--- src/rtl/instr_pkg.sv ---
// ============================================================================
// Module : instr_pkg
// Brief  : Instruction encoding shared by the issue stage and the core decoder.
// Rev    : 1.0
// ============================================================================
`default_nettype none

package instr_pkg;

    localparam logic [5:0] OP_MOV  = 6'd0;
    localparam logic [5:0] OP_NOT  = 6'd1;
    localparam logic [5:0] OP_AND  = 6'd2;
    localparam logic [5:0] OP_ADD  = 6'd3;
    localparam logic [5:0] OP_NOR  = 6'd4;
    localparam logic [5:0] OP_NAND = 6'd5;
    localparam logic [5:0] OP_SUB  = 6'd6;
    localparam logic [5:0] OP_SLT  = 6'd7;
    localparam logic [5:0] OP_ADDI = 6'd11;
    localparam logic [5:0] OP_SUBI = 6'd14;

    localparam int OP_MSB  = 31;
    localparam int OP_LSB  = 26;
    localparam int RD_MSB  = 25;
    localparam int RD_LSB  = 21;
    localparam int RS_MSB  = 20;
    localparam int RS_LSB  = 16;
    localparam int RT_MSB  = 15;
    localparam int RT_LSB  = 11;
    localparam int IMM_MSB = 15;
    localparam int IMM_LSB = 0;

    localparam logic [31:0] BUBBLE = 32'h0000_0000;

    typedef struct packed {
        logic       valid;
        logic [4:0] rd;
    } sb_entry_t;

    // Every defined opcode reads rs; undefined ones are treated as reading it too.
    function automatic logic uses_rs(input logic [5:0] op);
        logic w_use;
        case (op)
            OP_MOV, OP_NOT, OP_AND, OP_ADD, OP_NOR,
            OP_NAND, OP_SUB, OP_SLT, OP_ADDI, OP_SUBI: w_use = 1'b1;
            default:                                   w_use = 1'b1;
        endcase
        return w_use;
    endfunction

    // Single-source and immediate forms reuse the rt bits as data.
    function automatic logic uses_rt(input logic [5:0] op);
        logic w_use;
        case (op)
            OP_MOV, OP_NOT, OP_ADDI, OP_SUBI: w_use = 1'b0;
            default:                          w_use = 1'b1;
        endcase
        return w_use;
    endfunction

endpackage

`default_nettype wire

--- src/rtl/instr_fifo.sv ---
// ============================================================================
// Module : instr_fifo
// Brief  : Synchronous FIFO with flush, occupancy count and combinational head.
// Rev    : 1.0
// ============================================================================
`default_nettype none

module instr_fifo #(
    parameter int DEPTH = 4,
    parameter int WIDTH = 32
) (
    input  logic                     clk,
    input  logic                     rst,
    input  logic                     i_flush,
    input  logic                     i_push,
    input  logic [WIDTH-1:0]         i_data,
    input  logic                     i_pop,
    output logic [WIDTH-1:0]         o_head,
    output logic [$clog2(DEPTH):0]   o_count,
    output logic                     o_full,
    output logic                     o_empty
);

    localparam int AW = $clog2(DEPTH);
    localparam int CW = AW + 1;

    logic [WIDTH-1:0] r_mem [DEPTH];
    logic [AW-1:0]    r_wptr;
    logic [AW-1:0]    r_rptr;
    logic [CW-1:0]    r_count;
    logic             w_push;
    logic             w_pop;

    assign o_full  = (r_count == CW'(DEPTH));
    assign o_empty = (r_count == '0);
    assign w_push  = i_push && !o_full;
    assign w_pop   = i_pop && !o_empty;
    assign o_head  = r_mem[r_rptr];
    assign o_count = r_count;

    always_ff @(posedge clk) begin
        if (w_push && !rst && !i_flush) begin
            r_mem[r_wptr] <= i_data;
        end
    end

    // Pointers wrap naturally because DEPTH is a power of two.
    always_ff @(posedge clk) begin
        if (rst || i_flush) begin
            r_wptr  <= '0;
            r_rptr  <= '0;
            r_count <= '0;
        end else begin
            if (w_push) begin
                r_wptr <= r_wptr + AW'(1);
            end
            if (w_pop) begin
                r_rptr <= r_rptr + AW'(1);
            end
            case ({w_push, w_pop})
                2'b10:   r_count <= r_count + CW'(1);
                2'b01:   r_count <= r_count - CW'(1);
                default: r_count <= r_count;
            endcase
        end
    end

endmodule

`default_nettype wire

--- src/rtl/instr_issue.sv ---
// ============================================================================
// Module : instr_issue
// Brief  : Buffers loader instructions and issues one per cycle, inserting
//          bubbles while a source register is still in flight (no forwarding).
// Rev    : 1.0
// ============================================================================
`default_nettype none

module instr_issue
    import instr_pkg::*;
#(
    parameter int DEPTH     = 4,
    parameter int HAZ_DEPTH = 2
) (
    input  logic                    clk,
    input  logic                    rst,
    input  logic                    flush,
    input  logic                    in_valid,
    input  logic [31:0]             in_instr,
    output logic                    in_ready,
    output logic [31:0]             issue_instr,
    output logic                    issue_valid,
    output logic [$clog2(DEPTH):0]  fifo_count,
    output logic [15:0]             stall_cnt
);

    logic        w_full;
    logic        w_empty;
    logic [31:0] w_head;
    logic        w_push;
    logic        w_pop;
    logic        w_raw;
    logic        w_hazard;
    logic [5:0]  w_op;
    logic [4:0]  w_rd;
    logic [4:0]  w_rs;
    logic [4:0]  w_rt;

    sb_entry_t   r_sb [HAZ_DEPTH];
    logic [31:0] r_issue_instr;
    logic        r_issue_valid;
    logic [15:0] r_stall_cnt;

    assign in_ready = !w_full && !rst && !flush;
    assign w_push   = in_valid && in_ready;

    instr_fifo #(
        .DEPTH (DEPTH),
        .WIDTH (32)
    ) u_fifo (
        .clk     (clk),
        .rst     (rst),
        .i_flush (flush),
        .i_push  (w_push),
        .i_data  (in_instr),
        .i_pop   (w_pop),
        .o_head  (w_head),
        .o_count (fifo_count),
        .o_full  (w_full),
        .o_empty (w_empty)
    );

    assign w_op = w_head[OP_MSB:OP_LSB];
    assign w_rd = w_head[RD_MSB:RD_LSB];
    assign w_rs = w_head[RS_MSB:RS_LSB];
    assign w_rt = w_head[RT_MSB:RT_LSB];

    always_comb begin
        w_raw = 1'b0;
        for (int i = 0; i < HAZ_DEPTH; i++) begin
            if (r_sb[i].valid &&
                ((uses_rs(w_op) && (r_sb[i].rd == w_rs)) ||
                 (uses_rt(w_op) && (r_sb[i].rd == w_rt)))) begin
                w_raw = 1'b1;
            end
        end
    end

    assign w_hazard = !w_empty && w_raw;
    assign w_pop    = !w_empty && !w_hazard && !rst && !flush;

    // Slot 0 holds the most recent issue slot; a bubble shifts in as invalid.
    always_ff @(posedge clk) begin
        if (rst || flush) begin
            for (int i = 0; i < HAZ_DEPTH; i++) begin
                r_sb[i] <= '0;
            end
        end else begin
            r_sb[0] <= '{valid: w_pop, rd: w_rd};
            for (int i = 1; i < HAZ_DEPTH; i++) begin
                r_sb[i] <= r_sb[i-1];
            end
        end
    end

    always_ff @(posedge clk) begin
        if (rst) begin
            r_issue_instr <= BUBBLE;
            r_issue_valid <= 1'b0;
            r_stall_cnt   <= 16'h0000;
        end else if (flush) begin
            r_issue_instr <= BUBBLE;
            r_issue_valid <= 1'b0;
        end else if (w_pop) begin
            r_issue_instr <= w_head;
            r_issue_valid <= 1'b1;
        end else begin
            r_issue_instr <= BUBBLE;
            r_issue_valid <= 1'b0;
            if (w_hazard && (r_stall_cnt != 16'hFFFF)) begin
                r_stall_cnt <= r_stall_cnt + 16'd1;
            end
        end
    end

    assign issue_instr = r_issue_instr;
    assign issue_valid = r_issue_valid;
    assign stall_cnt   = r_stall_cnt;

endmodule

`default_nettype wire

--- config.mk ---
export PLATFORM = sky130hd
export DESIGN_NAME = instr_issue
export DESIGN_NICKNAME = d
export VERILOG_FILES = /design/src/rtl/instr_pkg.sv /design/src/rtl/instr_fifo.sv /design/src/rtl/instr_issue.sv
export SDC_FILE = /design/constraint.sdc
export NUM_CORES = 1
export LEC_CHECK = 0
export CAP_MARGIN = 10
export CELL_PAD_IN_SITES_DETAIL_PLACEMENT = 1
export CELL_PAD_IN_SITES_GLOBAL_PLACEMENT = 2
export CORE_ASPECT_RATIO = 1.5
export CORE_MARGIN = 2
export CORE_UTILIZATION = 40
export CTS_CLUSTER_SIZE = 8
export DETAILED_ROUTE_END_ITERATION = 10
export GPL_TIMING_DRIVEN = 0
export PLACE_DENSITY_LB_ADDON = 0.1
export RECOVER_POWER = 100
export SYNTH_ARGS = -nofsm -noshare
export SYNTH_HDL_FRONTEND = slang
export SYNTH_SLANG_ARGS = --single-unit
--- constraint.sdc ---
create_clock -name clk -period 4.78 [get_ports clk]
set_input_delay 0.956 -clock clk [delete_from_list [all_inputs] [get_ports clk]]
set_output_delay 0.956 -clock clk [all_outputs]
set_load 0.05 [all_outputs]
==> impl_metrics.ini <==
[layout]
fin_area_um2 = 9120
syn2layout_area_growth_pct = 23.4
fill_cells = 1760
nets = 602
post-route-util_pct = 50.6
drive_gt1_share_pct = 12.4

[clock_network]
cts_resized = 0
htreeDepth = 4
postCtsSetupBuffers = 0
clk_path_buf_depth = 2
clock_latency_ns = 0.43
holdBufCountCts = 0
cts-root-buf = clkbuf_16
clk_pin_slew_ns = 0.07
cts_tree = yes
clkSinkCount = 197
cts_made_buffers = 17

[synth]
ys_seq_elements = 197
syn_inst = 449
synth-seq-area-share_pct = 70.7
synth_cell_types = 38
synth_top_area_share_pct = 52.0
async_flop_share_pct = 0
synth-edff-count = 128
yosysWarnings = 0
syn-num-nets = 492
yosysMostFrequentCell = edfxtp_1
synthTopCellsByArea = edfxtp_1 52%, dfxtp_1 19%, mux4_2 9.1%
synth_commonest_cells = 128 x edfxtp_1, 69 x dfxtp_1, 42 x and3_1
synth_top_area_cell = edfxtp_1
syn_area_um2 = 7390
ys.flop_type = edfxtp_1
synth.avg_cell_area_um2 = 16.5

[die]
die_area_um2 = 19600
io_pins = 89
rows = 60
fp.dieW_um = 115
die_y_um = 170
core_area_um2 = 18000
start_util_pct = 41.0

[grt]
grt_pass1_wl_mm = 26.4
grtUsageTotal_pct = 18.2
grt_max_degree = 21
antenna_found_initial = 2
grt_pass1_vias = 4689
grt-ovfl-total = 0

[sta]
period_minus_slack_ns = 4.37
finClkSkew_ns = 0.0114
hold_violations = 0
max_freq_mhz = 229
setup_viol = 0
rsz0062_at_grt = false
relSlewSlack_pct = 3.73
slew_violations = 0
tns_ns = 0
post-route-period-util_pct = 91.3
worst_slack_ns = 0.414
tightest_slew_ns = 1.44

[drt]
drtAntennaViolNets = 0
vias = 4221
drt_iter0_markers = 208
wl_mm = 16.5
wl_per_cell_um = 20.9
drc_errors = 0
via_per_inst = 5.34
drt_first_pass_iters = 4

[placed_design]
io_buffers = 87
dp_hpwl_mm = 11.7
place.gp.congestion = 0.766
place_ws_ns = 0.453
place_area_um2 = 8630

[critical_path]
startpoint_type = primary input
arrival_ns = 3.41
cp.required_ns = 3.82
crit_type = in -> out
crit_fanout = 7
endpoint_kind = output pin

[min_path]
hp-class = reg -> reg

[status]
outcome = finished clean

[power]
peakVddDrop_mv = 0.235
leakagePower_uw = 0.00325
p_per_area_nw_per_um2 = 362

[run]
drv_cap = 0
==> where the power goes <==
part | total [uW] | switching (uW) | internal [uW]
Sequential | 1830 | 5.82 | 1820
Combinational | 105 | 57.8 | 47.2
Clock | 1370 | 662 | 707
==> layout make-up <==
class	count	area (um2)	share of cell area [%]
clock buffers	18	439	4.82
plain buffers	24	140	1.54
diodes	2	5.00	0.0549
clock inverters	14	133	1.45
inverters	9	33.8	0.370
repair buffers	91	886	9.71
multi-input cells	219	1990	21.8
well taps	217	272	2.98
flip-flops and latches	197	5230	57.3
==> critical path, stage by stage <==
cell and delay [ns]:
dlygate4sd3_1 0.58, or2_2 0.28, clkbuf_1 0.19, a31oi_1 0.45, dlygate4sd3_1 0.95
==> layer usage <==
| layer | vias to the layer above | part of all wire [%] | track usage, % |
|---|---|---|---|
| met5 | - | 0 | 0 |
| met4 | 0 | 1.2 | 4.98 |
| met3 | 17 | 2.8 | 3.97 |
| met2 | 88 | 58 | 34.5 |
| met1 | 2162 | 38 | 20.1 |
| li1 | 1954 | - | - |
==> sequential cells by signal, summed over array words and instances (netlist names), named ones only <==
signal and flops:
u_fifo.r_wptr 2, r_sb 12, u_fifo.r_rptr 2, u_fifo.r_mem 128, u_fifo.o_count 3, stall_cnt 16
issue_instr 32
==> worst paths after layout <==
path	startpoint	to	slack [ns]	cells past startpoint
setup / recovery	flush	in_ready	0.41	5
hold / removal	u_fifo.r_rptr[1]	register	0.47	1
setup reg to reg	register	u_fifo.o_count[2]	0.44	16
hold reg to reg	u_fifo.r_rptr[1]	register	0.47	1
==> layout by cell type (no fill, tap or decap), types with 2 or more instances in the layout <==
| cell | synthesis | final |
|---|---|---|
| a21oi_1 | 17 | 18 |
| a31oi_1 | 2 | 2 |
| and2_0 | 0 | 9 |
| and2_1 | 14 | 5 |
| and3_1 | 42 | 42 |
| buf_6 | 4 | 4 |
| clkbuf_1 | 14 | 21 |
| clkbuf_16 | 0 | 17 |
| clkinv_4 | 0 | 3 |
| dfxtp_1 | 69 | 69 |
| diode_2 | 0 | 2 |
| dlygate4sd3_1 | 0 | 86 |
| edfxtp_1 | 128 | 128 |
| ha_1 | 6 | 6 |
| inv_1 | 9 | 9 |
| inv_6 | 0 | 3 |
| inv_8 | 0 | 6 |
| mux2i_1 | 3 | 3 |
| mux4_1 | 2 | 2 |
| mux4_2 | 30 | 30 |
| nand2_1 | 11 | 11 |
| nand3_1 | 10 | 10 |
| nand4_1 | 5 | 5 |
| nor2_1 | 7 | 7 |
| nor3_1 | 3 | 3 |
| o21ai_0 | 3 | 3 |
| o31ai_1 | 14 | 14 |
| or3_1 | 3 | 3 |
| or4_1 | 13 | 13 |
| xnor2_1 | 21 | 21 |
| xor2_1 | 3 | 3 |
==> stage by stage <==
step           power (uW)  cells  hold WS (ns)
2_1_floorplan        1920    449         0.427
5_1_grt              3410    789         0.491
6_report             3300    791         0.468
3_3_place_gp         1980    753         0.441
3_5_place_dp         1980    757         0.450
4_1_cts              3350    789         0.469
==> cells by family after synthesis <==
| family | after synthesis | share of synthesized area, % |
|---|---|---|
| buffers and inverters | 33 | 2.39 |
| xor gates and xnor gates | 24 | 2.84 |
| muxes | 36 | 10.4 |
| and+or+nand+nor | 112 | 8.94 |
| adders and majority gates | 7 | 1.29 |
| DFF | 197 | 70.7 |
| AOI/OAI and AO/OA | 40 | 3.45 |
Note: power is estimated with default switching activity, not from simulation.
